File: src/rtl/divisor_pkg.sv
// Shared definitions for the sequential divider: default operand width,
// bit-counter sizing and the layout of the divider's status flags inside
// the calculator status word.
package divisor_pkg;

  localparam int DEFAULT_WIDTH = 8;

  // Bit positions of the divider flags in the calculator status word.
  localparam int STATUS_MSB_BIT  = 0;
  localparam int STATUS_Z_BIT    = 1;
  localparam int STATUS_DIV0_BIT = 2;

  typedef struct packed {
    logic div0;
    logic z;
    logic msb;
  } div_status_t;

  // The counter must hold the value WIDTH itself, hence WIDTH+1 states.
  function automatic int cnt_w(input int width);
    return $clog2(width + 1);
  endfunction

endpackage

File: src/rtl/divisor_datapath_if.sv
// Bundle between the divider control FSM (master) and the divider
// datapath (slave).
//
// Command semantics: INIT, SH, DEC, LDA and DV0 are single-cycle strobes
// with no handshake; each acts on the rising edge where it is sampled
// high and the datapath accepts one command set every cycle. MSB, Z and
// DIV0 are combinational from the registers and are valid in the cycle
// after a strobe. QUOTIENT/REMAINDER are meaningful once the controller
// has seen Z in its check state. dbg_a/dbg_cnt expose internal state for
// observation only.
interface divisor_datapath_if
  import divisor_pkg::*;
#(
  parameter int WIDTH = DEFAULT_WIDTH
);

  localparam int CNT_W = cnt_w(WIDTH);

  logic [WIDTH-1:0] DIVIDEND;
  logic [WIDTH-1:0] DIVISOR;
  logic             INIT;
  logic             SH;
  logic             DEC;
  logic             LDA;
  logic             DV0;
  logic             MSB;
  logic             Z;
  logic [WIDTH-1:0] QUOTIENT;
  logic [WIDTH-1:0] REMAINDER;
  logic             DIV0;
  logic [WIDTH:0]   dbg_a;
  logic [CNT_W-1:0] dbg_cnt;

  modport master (
    output DIVIDEND, DIVISOR, INIT, SH, DEC, LDA, DV0,
    input  MSB, Z, QUOTIENT, REMAINDER, DIV0, dbg_a, dbg_cnt
  );

  modport slave (
    input  DIVIDEND, DIVISOR, INIT, SH, DEC, LDA, DV0,
    output MSB, Z, QUOTIENT, REMAINDER, DIV0, dbg_a, dbg_cnt
  );

endinterface

File: src/rtl/divisor_sub.sv
// WIDTH+2-bit compare-and-subtract: A - D with an extra guard bit so the
// top bit is a clean borrow (1 means A < D). Shared with the modulo path.
module divisor_sub #(
  parameter int WIDTH = 8
) (
  input  logic [WIDTH:0]   a,
  input  logic [WIDTH-1:0] d,
  output logic [WIDTH:0]   diff,
  output logic             msb
);

  logic [WIDTH+1:0] full_diff;

  // Zero-extend both operands to WIDTH+2 bits so the borrow lands in the top bit.
  always_comb begin
    full_diff = {1'b0, a} - {2'b00, d};
    diff      = full_diff[WIDTH:0];
    msb       = full_diff[WIDTH+1];
  end

endmodule

File: src/rtl/divisor_datapath.sv
// Datapath of the sequential unsigned divider. Executes the control
// FSM's strobes on the partial remainder A, the dividend/quotient B, the
// latched divisor D and the bit counter CNT, and reports MSB/Z/DIV0.
module divisor_datapath
  import divisor_pkg::*;
#(
  parameter int WIDTH = DEFAULT_WIDTH
) (
  input  logic              CLK,
  input  logic              RST_N,
  divisor_datapath_if.slave bus
);

  localparam int CNT_W = cnt_w(WIDTH);

  logic [WIDTH:0]   a_q, a_d;
  logic [WIDTH-1:0] b_q, b_d;
  logic [WIDTH-1:0] d_q, d_d;
  logic [CNT_W-1:0] cnt_q, cnt_d;
  logic [WIDTH:0]   diff;
  logic             msb;

  divisor_sub #(.WIDTH(WIDTH)) u_sub (
    .a    (a_q),
    .d    (d_q),
    .diff (diff),
    .msb  (msb)
  );

  // Next-state mux: INIT beats everything, SH beats LDA/DV0, DEC is independent.
  always_comb begin
    a_d   = a_q;
    b_d   = b_q;
    d_d   = d_q;
    cnt_d = cnt_q;
    if (bus.INIT) begin
      a_d   = '0;
      b_d   = bus.DIVIDEND;
      d_d   = bus.DIVISOR;
      cnt_d = CNT_W'(WIDTH);
    end else begin
      if (bus.SH) begin
        // A stays below 2*D after a shift, so dropping A[WIDTH] loses nothing.
        {a_d, b_d} = {a_q[WIDTH-1:0], b_q, 1'b0};
      end else begin
        if (bus.LDA) a_d = diff;
        if (bus.DV0) b_d[0] = 1'b1;
      end
      if (bus.DEC && (cnt_q != '0)) cnt_d = cnt_q - CNT_W'(1);
    end
  end

  // State registers; reset clears everything, a new INIT is needed afterwards.
  always_ff @(posedge CLK or negedge RST_N) begin
    if (!RST_N) begin
      a_q   <= '0;
      b_q   <= '0;
      d_q   <= '0;
      cnt_q <= '0;
    end else begin
      a_q   <= a_d;
      b_q   <= b_d;
      d_q   <= d_d;
      cnt_q <= cnt_d;
    end
  end

  // Status flags and results are read straight from the registers.
  always_comb begin
    bus.MSB       = msb;
    bus.Z         = (cnt_q == '0);
    bus.DIV0      = (d_q == '0);
    bus.QUOTIENT  = b_q;
    bus.REMAINDER = a_q[WIDTH-1:0];
    bus.dbg_a     = a_q;
    bus.dbg_cnt   = cnt_q;
  end

endmodule

File: src/flat_wrapper.sv
// flat-port wrapper written by rule: the top's interface ports become plain ports
module divisor_datapath_flat import divisor_pkg::*;
#(
  parameter int WIDTH = DEFAULT_WIDTH
)
  (CLK, RST_N, bus_DIVIDEND, bus_DIVISOR, bus_INIT, bus_SH, bus_DEC, bus_LDA, bus_DV0, bus_MSB, bus_Z, bus_QUOTIENT, bus_REMAINDER, bus_DIV0, bus_dbg_a, bus_dbg_cnt);
  divisor_datapath_if #(.WIDTH(WIDTH)) bus_i ();
  input  logic CLK;
  input  logic RST_N;
  input wire logic [$bits(bus_i.DIVIDEND)-1:0] bus_DIVIDEND;
  input wire logic [$bits(bus_i.DIVISOR)-1:0] bus_DIVISOR;
  input wire logic [$bits(bus_i.INIT)-1:0] bus_INIT;
  input wire logic [$bits(bus_i.SH)-1:0] bus_SH;
  input wire logic [$bits(bus_i.DEC)-1:0] bus_DEC;
  input wire logic [$bits(bus_i.LDA)-1:0] bus_LDA;
  input wire logic [$bits(bus_i.DV0)-1:0] bus_DV0;
  output wire logic [$bits(bus_i.MSB)-1:0] bus_MSB;
  output wire logic [$bits(bus_i.Z)-1:0] bus_Z;
  output wire logic [$bits(bus_i.QUOTIENT)-1:0] bus_QUOTIENT;
  output wire logic [$bits(bus_i.REMAINDER)-1:0] bus_REMAINDER;
  output wire logic [$bits(bus_i.DIV0)-1:0] bus_DIV0;
  output wire logic [$bits(bus_i.dbg_a)-1:0] bus_dbg_a;
  output wire logic [$bits(bus_i.dbg_cnt)-1:0] bus_dbg_cnt;
  assign bus_i.DIVIDEND = bus_DIVIDEND;
  assign bus_i.DIVISOR = bus_DIVISOR;
  assign bus_i.INIT = bus_INIT;
  assign bus_i.SH = bus_SH;
  assign bus_i.DEC = bus_DEC;
  assign bus_i.LDA = bus_LDA;
  assign bus_i.DV0 = bus_DV0;
  assign bus_MSB = bus_i.MSB;
  assign bus_Z = bus_i.Z;
  assign bus_QUOTIENT = bus_i.QUOTIENT;
  assign bus_REMAINDER = bus_i.REMAINDER;
  assign bus_DIV0 = bus_i.DIV0;
  assign bus_dbg_a = bus_i.dbg_a;
  assign bus_dbg_cnt = bus_i.dbg_cnt;
  divisor_datapath #(.WIDTH(WIDTH)) u_core (.CLK(CLK), .RST_N(RST_N), .bus(bus_i));
endmodule
File: config.mk
export PLATFORM = sky130hd
export DESIGN_NAME = divisor_datapath_flat
export DESIGN_NICKNAME = d
export VERILOG_FILES = /design/src/rtl/divisor_pkg.sv /design/src/rtl/divisor_datapath_if.sv /design/src/rtl/divisor_sub.sv /design/src/rtl/divisor_datapath.sv /design/src/flat_wrapper.sv
export SDC_FILE = /design/constraint.sdc
export NUM_CORES = 1
export LEC_CHECK = 0
export CAP_MARGIN = 20
export CORE_ASPECT_RATIO = 0.8
export CORE_MARGIN = 3
export CORE_UTILIZATION = 48
export CTS_BUF_LIST = sky130_fd_sc_hd__clkbuf_4
export CTS_CLUSTER_SIZE = 30
export DETAILED_ROUTE_END_ITERATION = 10
export HOLD_SLACK_MARGIN = 0.1
export PLACE_DENSITY = 0.82
export SLEW_MARGIN = 20
export SYNTH_ARGS = -nofsm -noshare
export SYNTH_HDL_FRONTEND = slang
export SYNTH_SLANG_ARGS = --single-unit
File: constraint.sdc
create_clock -name CLK -period 2.7 [get_ports CLK]
set_clock_uncertainty 0.05 [all_clocks]
set_input_delay 0.54 -clock CLK [delete_from_list [all_inputs] [get_ports CLK]]
set_output_delay 0.54 -clock CLK [all_outputs]
set_load 0.01 [all_outputs]
==> results.yml <==
status:
  run_status: "finished, violations left"
  failed_checks: "setup timing"
route:
  drc: 0
  number_of_search_and_repair_iterations_in_the_first_detailed_routing_pass: 6
  drt_iter0_markers: 150
  postRouteWirelength_um: 4580
  route.detailed.vias_per_inst: 5.29
  detailroute.via_count: 1628
  route.detailed.wl_per_inst_um: 14.9
  route.antenna.remaining_nets: 0
floorplan:
  io_pins: 55
  chipWidth_um: 74.0
  die_height_um: 60.4
  area_enclosed_by_the_die_boundary_sq_um: 4470
  starting_density_pct: 50.8
  core_area_sq_um: 3490
  std_cell_rows: 19
global_route:
  grt-ovfl-total: 0
  largest_net_degree_at_the_start_of_global_routing: 30
  first_global_vias: 1570
  gr-usage-all-layers_pct: 21.9
  grt_first_pass_wirelength_um: 7310
  grt_antenna_before_repair: 0
sta:
  finalSetupViolations: 1
  whs_ns: 0.521
  timing_max_transition_violations_final: 0
  rsz0062_at_grt: "true"
  fin_ws_ns: -0.0521
  final-hold-violation-count: 0
  worst-slew-pin-transition_ns: 0.367
  headroom_to_the_max_slew_limit_pct: 75.5
  layout_worst_path_cycle_share_pct: 102
  fmaxAchievable_mhz: 363
  timing.final.crit_period_ns: 2.75
critical_path:
  worst-endpoint-required_ns: 2.11
  crit_slowest_cell: "dfrtp_1"
  worst_ep_arrival_time_ns: 2.16
  cp_cell_sequence: "inv_2 > ha_4 > nor2b_4 > o31a_1 > o41a_1 > a211oi_2 > buf_2"
  critical_path_peak_fanout: 3
  crit_path_start_kind: "flop"
  cpPeakStageDelay_ns: 0.40
  timing_worst_setup_path_type: "reg -> out"
  timing.critical_path.max_delay_family: "compound AO/OA/AOI/OAI gates"
  worstSetupEndpointType: "output pin"
  regToRegSetupSlack_ns: 0.30
  critPathBufInv: 2
finish:
  final_common_cell: "clkdlybuf4s50_1"
  diodes: 0
  most-common-layout-cells: "clkdlybuf4s50_1 (52), buf_4 (32), dfrtp_1 (29)"
  finalNetCount: 299
  layout.core_utilization_pct: 74.4
  synthToLayoutAreaGrowth_pct: 46.5
  layout.cells.non_filler: 308
  ratio_of_cells_with_drive_above_1_in_the_final_layout_pct: 19.2
logic_synthesis:
  synth_fa_ha_area_share_pct: 8.17
  synth_edf_count: 0
  yosysUniqueCellTypes: 41
  async_flop_share_pct: 100
  share_of_cell_area_taken_by_muxes_after_synthesis_pct: 6.84
  synthesized_instance_count: 189
  synthesis.nets: 223
  synth_top_flop_cell: "dfrtp_1"
  post_synth_xor_area_fraction_pct: 1.48
  largest_family_of_logic_cells_by_synthesized_area: "compound AO/OA/AOI/OAI gates"
  synth-compound-area-share_pct: 17.3
  ys_seq_area_share_pct: 40.9
  synth_simple_gate_area_share_pct: 16.6
  syn_area_per_cell_sq_um: 9.39
  synth-warning-count: 0
  yosys_register_bits: 29
  netlist_area_sq_um: 1780
clock_network:
  clock_latency_ns: 0.34
  clock-sinks: 29
  clkSlewWorstSetupHoldPaths_ns: 0.10
  cts_tree: "built"
  h-tree-depth: 2
  cts_max_path_buffers: 2
  clk_root_buffer_cell: "clkbuf_4"
  tritoncts.num_buffers: 5
placement:
  gp_congestion: 0.855
  dpl.cell_count: 297
  post-place-ws_ns: -0.175
  hpwl_um: 3320
  placement.io_buffers: 54
pwr:
  ir_worst_vdd_mv: 0.352
  power.leakage_uw: 0.00120
  total_power_of_the_final_layout_uw: 1430
  powerDensity_nw_per_um2: 551
flow_run:
  cap_viol_max_count: 0
worst_hold_path:
  timing.hold.worst.class: "reg -> reg"
## logic make-up (layout without fill, tap and decap cells)
kind of cell	after synthesis	after routing
XOR/XNOR	3	3
AND/OR/NAND/NOR	56	56
AO/OA/AOI/OAI	46	46
buffers and inverters	32	109
flip-flops	29	29
adder cells (fa/ha/maj)	11	11
multiplexers	12	12
## worst reg2reg max path: cells and delay by family (launching register included)
kind	cells	cell delay, ns
buffers and inverters	3	0.35
DFF	1	0.40
AOI/OAI and AO/OA	3	0.70
adders and majority gates	1	0.19
and+or+nand+nor	2	0.62
## flip-flops by register name (all words and copies together), names as in the netlist
signal,flops
u_core.d_q,8
u_core.bus.dbg_cnt,4
u_core.bus.dbg_a,9
u_core.bus.QUOTIENT,8
## path summary, 6_finish.rpt
kind,cells after the start,to,start
min in group asynchronous,2,u_core.bus.dbg_a[3],RST_N
worst max register to register,9,u_core.bus.dbg_a[7],u_core.d_q[1]
max in group asynchronous,2,u_core.bus.QUOTIENT[4],RST_N
worst min-delay path,2,u_core.bus.dbg_cnt[3],u_core.bus.dbg_cnt[3]
worst max-delay path,7,bus_MSB,u_core.d_q[1]
worst min register to register,2,u_core.bus.dbg_cnt[3],u_core.bus.dbg_cnt[3]
## Yosys cell counts, drive strengths merged, types with 3 or more instances
library cell,number,area [sq um]
nand2b,3,18.8
dfrtp,29,726
clkbuf,8,30.0
nand2,17,63.8
buf,9,67.6
nor3b,3,22.5
o21a,3,22.5
a211oi,5,37.5
mux2i,11,110
a21oi,6,30.0
ha,10,125
inv,15,56.3
o21ai,19,95.1
xnor2,3,26.3
nor3,6,30.0
nor2b,5,38.8
nor2,12,45.0
## routing by layer
metal  vias to the layer above  global-route usage [%]  share of wire (%)
met5                         -                       0                  0
met4                         0                    8.53                1.7
met3                         8                    5.96                7.3
met2                        65                    34.7                 47
met1                       750                    28.8                 44
li1                        805                       -                  -
## power breakdown
group	switching [uW]	internal, uW	leakage (uW)
Combinational	246	306	0.000797
Sequential	40.8	484	0.000362
Clock	165	191	0.0000389
Total	452	981	0.00120
## metrics by stage
| step | TNS (ns) | cell area (sq um) |
|---|---|---|
| after floorplan | 0 | 1780 |
| after global placement | -0.111 | 2490 |
| after detailed placement | -0.175 | 2490 |
| after CTS | -0.130 | 2580 |
| after global routing | -0.150 | 2600 |
| final | -0.0521 | 2600 |
## final cells by class
type	count	area, sq um
timing repair buffer	86	774
tap	42	52.6
clock buffer	5	37.5
sequential	29	726
fill	278	893
multi-input combinational	128	913
clock inverter	3	41.3
inverter	15	56.3
## timing repair
item                       CTS  global route
cloned                       0             0
setup buffers                2             1
pin swaps                    2             1
hold buffers                 0             0
setup endpoints to repair    1             1
resized for setup            6             2
Power figures use the tool's default switching activity.
